<file path="config.mk">
export PLATFORM = sky130hd
export DESIGN_NAME = pc_sequencer_flat
export DESIGN_NICKNAME = d
export VERILOG_FILES = /design/src/rtl/pc_sequencer_pkg.sv /design/src/rtl/pc_sequencer_if.sv /design/src/rtl/pc_sequencer_branch_cond_eval.sv /design/src/rtl/pc_sequencer.sv /design/src/flat_wrapper.sv
export SDC_FILE = /design/constraint.sdc
export NUM_CORES = 1
export LEC_CHECK = 0
export BUFFER_PORTS_ARGS = -buffer_cell sky130_fd_sc_hd__buf_4
export CAP_MARGIN = 10
export CORE_UTILIZATION = 30
export CTS_CLUSTER_DIAMETER = 60
export DETAILED_ROUTE_END_ITERATION = 7
export HOLD_SLACK_MARGIN = 0.12
export SETUP_SLACK_MARGIN = 0.4
export SKIP_CTS_REPAIR_TIMING = 1
export SYNTH_ARGS = -nofsm -noshare
export SYNTH_HDL_FRONTEND = slang
export SYNTH_SLANG_ARGS = --single-unit
export TNS_END_PERCENT = 10
</file>
<file path="constraint.sdc">
create_clock -name clk -period 1.62 [get_ports clk]
set_input_delay 0.162 -clock clk [delete_from_list [all_inputs] [get_ports clk]]
set_output_delay 0.162 -clock clk [all_outputs]
set_load 0.01 [all_outputs]
</file>
<file path="src/rtl/pc_sequencer_pkg.sv">
// Shared types for the program-counter sequencer: PC select codes, decoded
// control ops, branch conditions and the sequencer state encoding.
package pc_sequencer_pkg;

  // Select code consumed by the pc block's ps_in.
  typedef enum logic [1:0] {
    PC_NOP = 2'd0,
    PC_INC = 2'd1,
    PC_BRA = 2'd2,
    PC_JMP = 2'd3
  } pc_t;

  typedef enum logic [1:0] {
    OP_SEQ = 2'd0,
    OP_BRA = 2'd1,
    OP_JMP = 2'd2,
    OP_HLT = 2'd3
  } ctrl_op_t;

  typedef enum logic [1:0] {
    BC_ALW = 2'd0,
    BC_Z   = 2'd1,
    BC_NZ  = 2'd2,
    BC_N   = 2'd3
  } br_cond_t;

  typedef enum logic [1:0] {
    StFetch  = 2'd0,
    StDecode = 2'd1,
    StExec   = 2'd2,
    StHalt   = 2'd3
  } seq_state_t;

endpackage

</file>
<file path="src/rtl/pc_sequencer_if.sv">
// Bundle of the sequencer's imem handshake, decoder inputs, ALU flags and
// pc-block / status outputs. master = sequencer side, slave = environment side.
interface pc_sequencer_if
  import pc_sequencer_pkg::*;
#(
  parameter int unsigned CNT_W = 16
) ();

  logic             fetch_req;
  logic             fetch_ack;
  logic             ir_load;
  logic             dec_valid;
  ctrl_op_t         dec_op;
  br_cond_t         br_cond;
  logic             stall_in;
  logic             z_in;
  logic             n_in;
  logic             resume;
  pc_t              ps_out;
  logic             halted;
  logic             fetch_err;
  logic [CNT_W-1:0] instr_count;

  modport master (
    output fetch_req, ir_load, ps_out, halted, fetch_err, instr_count,
    input  fetch_ack, dec_valid, dec_op, br_cond, stall_in, z_in, n_in, resume
  );

  modport slave (
    input  fetch_req, ir_load, ps_out, halted, fetch_err, instr_count,
    output fetch_ack, dec_valid, dec_op, br_cond, stall_in, z_in, n_in, resume
  );

endinterface

</file>
<file path="src/rtl/pc_sequencer_branch_cond_eval.sv">
// Combinational branch-taken evaluation from a branch condition and ALU flags.
module pc_sequencer_branch_cond_eval
  import pc_sequencer_pkg::*;
(
  input  br_cond_t cond,
  input  logic     z,
  input  logic     n,
  output logic     taken
);

  // Select the flag (or constant) that decides the branch.
  always_comb begin
    taken = 1'b0;
    unique case (cond)
      BC_ALW:  taken = 1'b1;
      BC_Z:    taken = z;
      BC_NZ:   taken = ~z;
      BC_N:    taken = n;
      default: taken = 1'b0;
    endcase
  end

endmodule

</file>
<file path="src/rtl/pc_sequencer.sv">
// Program-counter sequencer: fetch -> decode -> execute control FSM with fetch
// timeout, halt/resume and a saturating retired-instruction counter.
module pc_sequencer
  import pc_sequencer_pkg::*;
#(
  parameter int unsigned FETCH_TIMEOUT = 16,
  parameter int unsigned CNT_W         = 16
) (
  input logic             clk,
  input logic             rst_n,
  pc_sequencer_if.master  bus
);

  localparam int unsigned WaitW = (FETCH_TIMEOUT > 0) ? $clog2(FETCH_TIMEOUT + 1) : 1;
  localparam bit TimeoutEn = (FETCH_TIMEOUT != 0);
  localparam logic [WaitW-1:0] WaitLimit = WaitW'(FETCH_TIMEOUT);
  localparam logic [CNT_W-1:0] CntMax = '1;

  seq_state_t       state_q;
  ctrl_op_t         op_q;
  br_cond_t         cond_q;
  logic [WaitW-1:0] wait_cnt_q;
  logic             fetch_err_q;
  logic [CNT_W-1:0] count_q;

  logic taken;
  logic fetch_req;
  logic ir_load;
  logic halted;
  pc_t  ps;

  pc_sequencer_branch_cond_eval u_bce (
    .cond  (cond_q),
    .z     (bus.z_in),
    .n     (bus.n_in),
    .taken (taken)
  );

  // State machine, fetch wait counter, sticky error and retired counter.
  always_ff @(posedge clk or negedge rst_n) begin
    if (!rst_n) begin
      state_q     <= StFetch;
      op_q        <= OP_SEQ;
      cond_q      <= BC_ALW;
      wait_cnt_q  <= '0;
      fetch_err_q <= 1'b0;
      count_q     <= '0;
    end else begin
      unique case (state_q)
        StFetch: begin
          if (bus.fetch_ack) begin
            state_q    <= StDecode;
            wait_cnt_q <= '0;
          end else if (TimeoutEn && (wait_cnt_q == WaitLimit)) begin
            state_q     <= StHalt;
            fetch_err_q <= 1'b1;
            wait_cnt_q  <= '0;
          end else if (TimeoutEn) begin
            wait_cnt_q <= wait_cnt_q + WaitW'(1);
          end
        end
        StDecode: begin
          // A hazard stall holds the op back even when the decoder is valid.
          if (bus.dec_valid && !bus.stall_in) begin
            op_q    <= bus.dec_op;
            cond_q  <= bus.br_cond;
            state_q <= StExec;
          end
        end
        StExec: begin
          if (count_q != CntMax) begin
            count_q <= count_q + CNT_W'(1);
          end
          wait_cnt_q <= '0;
          state_q    <= (op_q == OP_HLT) ? StHalt : StFetch;
        end
        StHalt: begin
          if (bus.resume) begin
            fetch_err_q <= 1'b0;
            wait_cnt_q  <= '0;
            state_q     <= StFetch;
          end
        end
        default: begin
          wait_cnt_q <= '0;
          state_q    <= StFetch;
        end
      endcase
    end
  end

  // Outputs decoded from state; forced quiet while reset is asserted so the
  // pc block never sees a partial update.
  always_comb begin
    fetch_req = 1'b0;
    ir_load   = 1'b0;
    halted    = 1'b0;
    ps        = PC_NOP;
    if (rst_n) begin
      unique case (state_q)
        StFetch: begin
          fetch_req = 1'b1;
          ir_load   = bus.fetch_ack;
        end
        StExec: begin
          unique case (op_q)
            OP_SEQ:  ps = PC_INC;
            OP_BRA:  ps = taken ? PC_BRA : PC_INC;
            OP_JMP:  ps = PC_JMP;
            default: ps = PC_NOP;
          endcase
        end
        StHalt: begin
          halted = 1'b1;
          // Step past the halting or faulting word on the way out.
          if (bus.resume) begin
            ps = PC_INC;
          end
        end
        default: ;
      endcase
    end
  end

  assign bus.fetch_req   = fetch_req;
  assign bus.ir_load     = ir_load;
  assign bus.halted      = halted;
  assign bus.ps_out      = ps;
  assign bus.fetch_err   = fetch_err_q;
  assign bus.instr_count = count_q;

endmodule

</file>
<file path="src/flat_wrapper.sv">
// flat-port wrapper written by rule: the top's interface ports become plain ports
module pc_sequencer_flat import pc_sequencer_pkg::*;
#(
  parameter int unsigned FETCH_TIMEOUT = 16,
  parameter int unsigned CNT_W         = 16
)
  (clk, rst_n, bus_fetch_req, bus_ir_load, bus_ps_out, bus_halted, bus_fetch_err, bus_instr_count, bus_fetch_ack, bus_dec_valid, bus_dec_op, bus_br_cond, bus_stall_in, bus_z_in, bus_n_in, bus_resume);
  pc_sequencer_if #(.CNT_W(CNT_W)) bus_i ();
  input logic clk;
  input logic rst_n;
  output wire logic [$bits(bus_i.fetch_req)-1:0] bus_fetch_req;
  output wire logic [$bits(bus_i.ir_load)-1:0] bus_ir_load;
  output wire logic [$bits(bus_i.ps_out)-1:0] bus_ps_out;
  output wire logic [$bits(bus_i.halted)-1:0] bus_halted;
  output wire logic [$bits(bus_i.fetch_err)-1:0] bus_fetch_err;
  output wire logic [$bits(bus_i.instr_count)-1:0] bus_instr_count;
  input wire logic [$bits(bus_i.fetch_ack)-1:0] bus_fetch_ack;
  input wire logic [$bits(bus_i.dec_valid)-1:0] bus_dec_valid;
  input wire logic [$bits(bus_i.dec_op)-1:0] bus_dec_op;
  input wire logic [$bits(bus_i.br_cond)-1:0] bus_br_cond;
  input wire logic [$bits(bus_i.stall_in)-1:0] bus_stall_in;
  input wire logic [$bits(bus_i.z_in)-1:0] bus_z_in;
  input wire logic [$bits(bus_i.n_in)-1:0] bus_n_in;
  input wire logic [$bits(bus_i.resume)-1:0] bus_resume;
  assign bus_fetch_req = bus_i.fetch_req;
  assign bus_ir_load = bus_i.ir_load;
  assign bus_ps_out = bus_i.ps_out;
  assign bus_halted = bus_i.halted;
  assign bus_fetch_err = bus_i.fetch_err;
  assign bus_instr_count = bus_i.instr_count;
  assign bus_i.fetch_ack = bus_fetch_ack;
  assign bus_i.dec_valid = bus_dec_valid;
  assign bus_i.dec_op = bus_dec_op;
  assign bus_i.br_cond = bus_br_cond;
  assign bus_i.stall_in = bus_stall_in;
  assign bus_i.z_in = bus_z_in;
  assign bus_i.n_in = bus_n_in;
  assign bus_i.resume = bus_resume;
  pc_sequencer #(.FETCH_TIMEOUT(FETCH_TIMEOUT), .CNT_W(CNT_W)) u_core (.clk(clk), .rst_n(rst_n), .bus(bus_i));
endmodule
</file>
==> flow_summary.json, run 1 <==
{
  "status": "finished with violations",
  "violations": "negative setup slack",
  "cp.required_ns": 1.46,
  "setup_viol": 1,
  "crit_path_max_incr_delay_ns": 0.40,
  "design.core.area_um2": 4750,
  "min_period_ns": 1.63,
  "clockRootBuffer": "clkbuf_8",
  "synth.distinct_cells": 38,
  "fin_skew_ns": 0.00629,
  "grt_max_degree": 20,
  "power_density_nw_per_um2": 1230,
  "viasPerCell": 4.63,
  "rows": 25,
  "clk_pin_slew_ns": 0.10,
  "critPathMaxFanout": 3,
  "cts_buffers": 3,
  "layout_setup_ws_ns": -0.00589,
  "path_cells": "mux2i_1 > o21ai_1 > mux2_2 > nor3b_2 > buf_4",
  "first_global_vias": 1146,
  "routed_wl_um": 3290,
  "p_leak_nw": 0.984,
  "worst-setup-path-type": "reg2out",
  "synthesis.area_um2": 1490,
  "preCtsSetupSlack_ns": 0.0942,
  "setup.worst_path.end_class": "output pin",
  "hold_class": "in2reg",
  "synthCells": 137,
  "yosysSeqAreaShare": 0.470,
  "grt_pass1_wl_um": 5450,
  "drv_cap": 0,
  "synth_nets": 152,
  "synth_area_leaders": "dfrtp_1 (47%), xor2_1 (5.9%), mux2_2 (5.3%)",
  "vias": 1228,
  "wl_per_cell_um": 12.4,
  "htreeDepth": 1,
  "max_freq_mhz": 615,
  "fp.dieW_um": 72.5,
  "drcViolationCount": 0,
  "dpl.hpwl_um": 2450,
  "drtIter0Drc": 36,
  "design.die.area_um2": 5260,
  "fp.dieH_um": 72.5,
  "cp-start-kind": "register",
  "clk_latency_ns": 0.27,
  "ys_warn_count": 0,
  "max-vdd-ir-drop_uv": 517,
  "drt_first_pass_iters": 4,
  "cts.sinks": 28,
  "drtAntennaViolNets": 0,
  "ys_ff_latch": 28,
  "hold_ws_ns": 0.207,
  "antenna_found_initial": 0,
  "drive_gt1_frac": 0.419,
  "fill_cells": 495,
  "grt_setup_unrepaired": "yes",
  "hold_viol_final": 0,
  "grt-ovfl-total": 0,
  "fin_nets": 214,
  "gp_congestion": 0.768,
  "max_slew_margin": 0.535,
  "io_buffer_count": 33,
  "min_period_over_period": 1.00,
  "synth_top_area_frac": 0.470,
  "worst_slew_pin_slew_ns": 0.695,
  "critPathSlowestCell": "dfrtp_1",
  "crit_arrival_ns": 1.46,
  "timing.final.max_slew_violations": 0,
  "cts_tree": "built",
  "grt_usage": 0.134,
  "io_pins": 34,
  "start_util": 0.314,
  "yosys.area.top_type": "dfrtp_1",
  "area_growth_pct": 42.2,
  "avgSynthCellArea_um2": 10.9,
  "cts_max_path_buffers": 2,
  "antenna_cells": 0
}
-- final timing paths --
path / startpoint / endpoint / slack, ns / depth (start not counted)
worst max register to register: u_core.bus.instr_count[15]$_DFFE_PN0P_ / u_core.bus.instr_count[1]$_DFFE_PN0P_ / 0.08 / 5
min in group asynchronous: rst_n / u_core.wait_cnt_q[2]$_DFFE_PN0P_ / 0.50 / 2
max in group asynchronous: rst_n / u_core.bus.instr_count[4]$_DFFE_PN0P_ / 0.45 / 3
worst min register to register: u_core.bus.fetch_err$_DFFE_PN0P_ / u_core.bus.fetch_err$_DFFE_PN0P_ / 0.51 / 2
worst min-delay path: bus_fetch_ack / u_core.wait_cnt_q[1]$_DFFE_PN0P_ / 0.21 / 4
worst max-delay path: u_core.cond_q[1]$_DFFE_PN0P_ / bus_ps_out[1] / -0.006 / 5
-- layer usage --
metal	share of wire	GRT usage	vias to the layer above
li1	-	-	621
met1	0.49	0.185	579
met2	0.46	0.209	22
met3	0.029	0.0208	6
met4	0.018	0.0588	0
met5	0	0	-
-- cell type report --
| cell class | instances | area (um2) | share of cell area |
|---|---|---|---|
| Sequential cell | 28 | 707 | 0.333 |
| Clock buffer | 4 | 55.1 | 0.0260 |
| Multi-Input combinational cell | 100 | 778 | 0.367 |
| Inverter | 5 | 18.8 | 0.00885 |
| Tap cell | 67 | 83.8 | 0.0395 |
| Timing Repair Buffer | 61 | 478 | 0.225 |
-- Yosys cell counts --
| library cell | count |
|---|---|
| nor4b_1 | 1 |
| o31ai_1 | 1 |
| nand4_4 | 1 |
| a22oi_1 | 1 |
| a21oi_1 | 4 |
| o21a_1 | 1 |
| buf_2 | 1 |
| xor2_1 | 10 |
| a31oi_1 | 1 |
| clkbuf_1 | 2 |
| o21ai_0 | 3 |
| mux2i_1 | 2 |
| nor3b_2 | 1 |
| nand4b_1 | 2 |
| a22o_1 | 2 |
| and4bb_2 | 1 |
| nand4_1 | 5 |
| or2_2 | 1 |
| ha_1 | 3 |
| nand2b_1 | 3 |
| and3_1 | 2 |
| nor3b_1 | 5 |
| a211oi_1 | 1 |
| mux2_2 | 7 |
| xnor2_1 | 7 |
| buf_6 | 1 |
| dfrtp_1 | 28 |
| nand3_1 | 7 |
| nor4_1 | 4 |
| nor4_2 | 1 |
| nor2b_1 | 1 |
| nor4_4 | 1 |
| o211ai_1 | 1 |
| inv_1 | 5 |
| nor3_1 | 6 |
| and2_1 | 2 |
| nor2_1 | 3 |
| nand2_1 | 9 |
-- cells by family (layout without fill, tap and decap cells) --
kind of cell	Yosys count	count (layout)	synth area share
AOI/OAI and AO/OA	15	15	0.0646
xor gates and xnor gates	17	17	0.0998
adders and majority gates	3	3	0.0252
buffers and inverters	9	70	0.0285
DFF	28	28	0.470
muxes	9	9	0.0663
and+or+nand+nor	56	56	0.246
-- sequential cells by signal, indices dropped and copies added, names as in the netlist --
signal	count
u_core.wait_cnt_q	5
u_core.cond_q	2
u_core.state_q	2
u_core.bus.instr_count	16
u_core.bus.fetch_err	1
u_core.op_q	2
-- power breakdown --
group | switching (W) | internal [W] | total, W | leakage [nW]
Combinational | 0.000524 | 0.000595 | 0.00112 | 0.592
Clock | 0.000220 | 0.000218 | 0.000437 | 0.0288
Sequential | 0.000170 | 0.000874 | 0.00104 | 0.363
-- critical path, delay by kind of cell (launching register included) --
family,cells,cell delay (ns)
AOI/OAI and AO/OA,1,0.09
buffers and inverters,1,0.14
DFF,1,0.40
muxes,2,0.40
and+or+nand+nor,1,0.15
-- stage by stage --
stage                     instance area (um2)  cells  setup TNS (ns)  utilization  power (W)
after floorplan                          1510    137               0            -    0.00166
after global placement                   1980    255               0        0.417    0.00210
after detailed placement                 1980    255               0        0.417    0.00211
after CTS                                2040    259          -0.108        0.428    0.00255
after global routing                     2120    265          -0.296        0.446    0.00280
final                                    2120    265        -0.00589        0.446    0.00260
-- cell usage in the layout, fill, tap and decap left out, drive strengths merged, types with 2 or more instances in the layout --
master | Yosys | layout
a22o | 2 | 2
nand2 | 9 | 9
xnor2 | 7 | 7
nand4 | 6 | 6
a21oi | 4 | 4
dlygate4sd3 | 0 | 5
and3 | 2 | 2
nor3b | 6 | 6
mux2i | 2 | 2
and2 | 2 | 2
dfrtp | 28 | 28
nor4 | 6 | 6
mux2 | 7 | 7
clkbuf | 2 | 4
xor2 | 10 | 10
buf | 2 | 56
nor2 | 3 | 3
ha | 3 | 3
nand3 | 7 | 7
o21ai | 3 | 3
nand4b | 2 | 2
inv | 5 | 5
nand2b | 3 | 3
nor3 | 6 | 6
Power figures use the tool's default switching activity.
==> run 2, diff against run 1 <==
--- a/config.mk
+++ b/config.mk
@@ -11,6 +11,7 @@
 export CTS_CLUSTER_DIAMETER = 60
 export DETAILED_ROUTE_END_ITERATION = 7
 export HOLD_SLACK_MARGIN = 0.12
+export REMOVE_ABC_BUFFERS = 1
 export SETUP_SLACK_MARGIN = 0.4
 export SKIP_CTS_REPAIR_TIMING = 1
 export SYNTH_ARGS = -nofsm -noshare
==> run 2 against run 1 <==
The run still ends with negative setup slack left. Count of clock-buffer cells in the layout decreased by 1. First-iteration DRC count increased by 83%. Critical path depth unchanged. Sequential cell count unchanged. Largest cell class unchanged.
==> flow_summary.json, run 2 (synthesis gave the netlist of run 1 again) <==
{
  "setup.worst_path.end_class": "output pin",
  "finalSetupTns_ns": -0.0279,
  "drive_gt1_frac": 0.480,
  "largest_reg_flops": 16,
  "grt_pass1_wl_um": 5590,
  "hold_class": "in2reg",
  "cp-start-kind": "register",
  "worstRegToRegCells": 6,
  "whs_path_depth": 4,
  "grt_usage": 0.138,
  "io_pins": 34,
  "path_buf_inv": 1,
  "preCtsSetupSlack_ns": -0.00257,
  "timing.final.max_slew_violations": 0,
  "layout_setup_ws_ns": -0.0255,
  "io_buffer_count": 33,
  "max-vdd-ir-drop_uv": 760,
  "critPathMaxFanout": 3,
  "first_global_vias": 1207,
  "wl_met3_um": 107,
  "cts_tree": "built",
  "cp_top_family": "multiplexers",
  "path_depth": 5,
  "fin_skew_ns": 0.00669,
  "max_slew_margin": 0.691,
  "clockRootBuffer": "clkbuf_8",
  "cts.sinks": 28,
  "critPathSlowestCell": "dfrtp_1",
  "grt_max_degree": 25,
  "final_cell_mix": "buf_4 (44), dfrtp_1 (23), xor2_1 (10), buf_6 (10), nand2_1 (9)",
  "wl_per_cell_um": 14.3,
  "hold_start": "bus_resume",
  "wl_met2_um": 1840,
  "drv_cap": 0,
  "viasPerCell": 4.84,
  "grt-ovfl-total": 0,
  "crit_path_max_incr_delay_ns": 0.40,
  "max_freq_mhz": 608,
  "crit_arrival_ns": 1.48,
  "antenna_found_initial": 0,
  "wl_met1_um": 1790,
  "worst-setup-path-type": "reg2out",
  "drt_first_pass_iters": 4,
  "clk_latency_ns": 0.28,
  "final_common_cell": "buf_4",
  "cp.required_ns": 1.46,
  "hold_viol_final": 0,
  "start_util": 0.314,
  "antenna_cells": 0,
  "grt_setup_unrepaired": "yes",
  "status": "finished with violations",
  "fp.dieW_um": 72.5,
  "fin_nets": 212,
  "min_period_ns": 1.65,
  "power_density_nw_per_um2": 1280,
  "rows": 25,
  "fp.dieH_um": 72.5,
  "top_layer": "met4",
  "setup_viol": 2,
  "min_period_over_period": 1.02,
  "ff2ff_setup_slack_ns": 0,
  "drcViolationCount": 0,
  "htreeDepth": 1,
  "reg2reg_from": "u_core.bus.instr_count[0]$_DFFE_PN0P_",
  "holdPathEnd": "u_core.bus.fetch_err$_DFFE_PN0P_",
  "clk_pin_slew_ns": 0.10,
  "worst_slew_pin_slew_ns": 0.459,
  "routed_wl_um": 3760,
  "vias": 1272,
  "cts_buffers": 3,
  "drtIter0Drc": 66,
  "area_growth_pct": 50.8,
  "violations": "negative setup slack",
  "design.die.area_um2": 5260,
  "r2r_end": "u_core.bus.instr_count[9]$_DFFE_PN0P_",
  "p_leak_nw": 1.01,
  "design.core.area_um2": 4750,
  "path_cells": "mux2i_1 > o21ai_1 > mux2_2 > nor3b_2 > buf_4",
  "drtAntennaViolNets": 0,
  "dpl.hpwl_um": 2570,
  "gp_congestion": 0.741,
  "cts_max_path_buffers": 2
}
-- run 2: worst min-delay path, cell delays in order --
cell	delay [ns]
buf_4	0.09
nand2_1	0.10
nand2_1	0.08
o21ai_1	0.05
-- run 2: worst max-delay path by stage --
stage | from | end
CTS | u_core.cond_q[1]$_DFFE_PN0P_ | bus_ps_out[1]
global route | u_core.cond_q[1]$_DFFE_PN0P_ | bus_ps_out[1]
floorplan | u_core.bus.instr_count[0]$_DFFE_PN0P_ | u_core.bus.instr_count[1]$_DFFE_PN0P_
detailed placement | u_core.bus.instr_count[1]$_DFFE_PN0P_ | u_core.bus.instr_count[6]$_DFFE_PN0P_
finish | u_core.cond_q[1]$_DFFE_PN0P_ | bus_ps_out[1]
global placement | u_core.bus.instr_count[0]$_DFFE_PN0P_ | u_core.bus.instr_count[6]$_DFFE_PN0P_
-- run 2: layout make-up --
cell class,instances,area [um2]
fill,479,2510
multi-input combinational,100,875
sequential,28,707
timing repair buffer,59,493
tap,67,83.8
clock buffer,3,41.3
clock inverter,1,30.0
inverter,5,18.8
-- run 2: metrics by stage --
stage	area (um2)	power (W)	hold WS, ns	util	instances
global route	2250	0.00308	0.242	0.473	263
detailed placement	1940	0.00212	-0.0201	0.408	252
global placement	1940	0.00208	-0.0204	0.408	252
CTS	2010	0.00268	-0.331	0.423	256
floorplan	1470	0.00161	-0.134	-	133
finish	2250	0.00287	0.248	0.473	263
-- run 2: power by group --
part	internal (W)	total [W]	switching, W	leakage, nW
Clock	0.000331	0.000550	0.000219	0.0357
Sequential	0.000871	0.00105	0.000180	0.362
Combinational	0.000667	0.00127	0.000607	0.617
-- run 2: routing by layer --
layer | track usage | vias up
li1 | - | 618
met1 | 0.178 | 626
met2 | 0.235 | 26
met3 | 0.0361 | 2
met4 | 0.0261 | 0
met5 | 0 | -
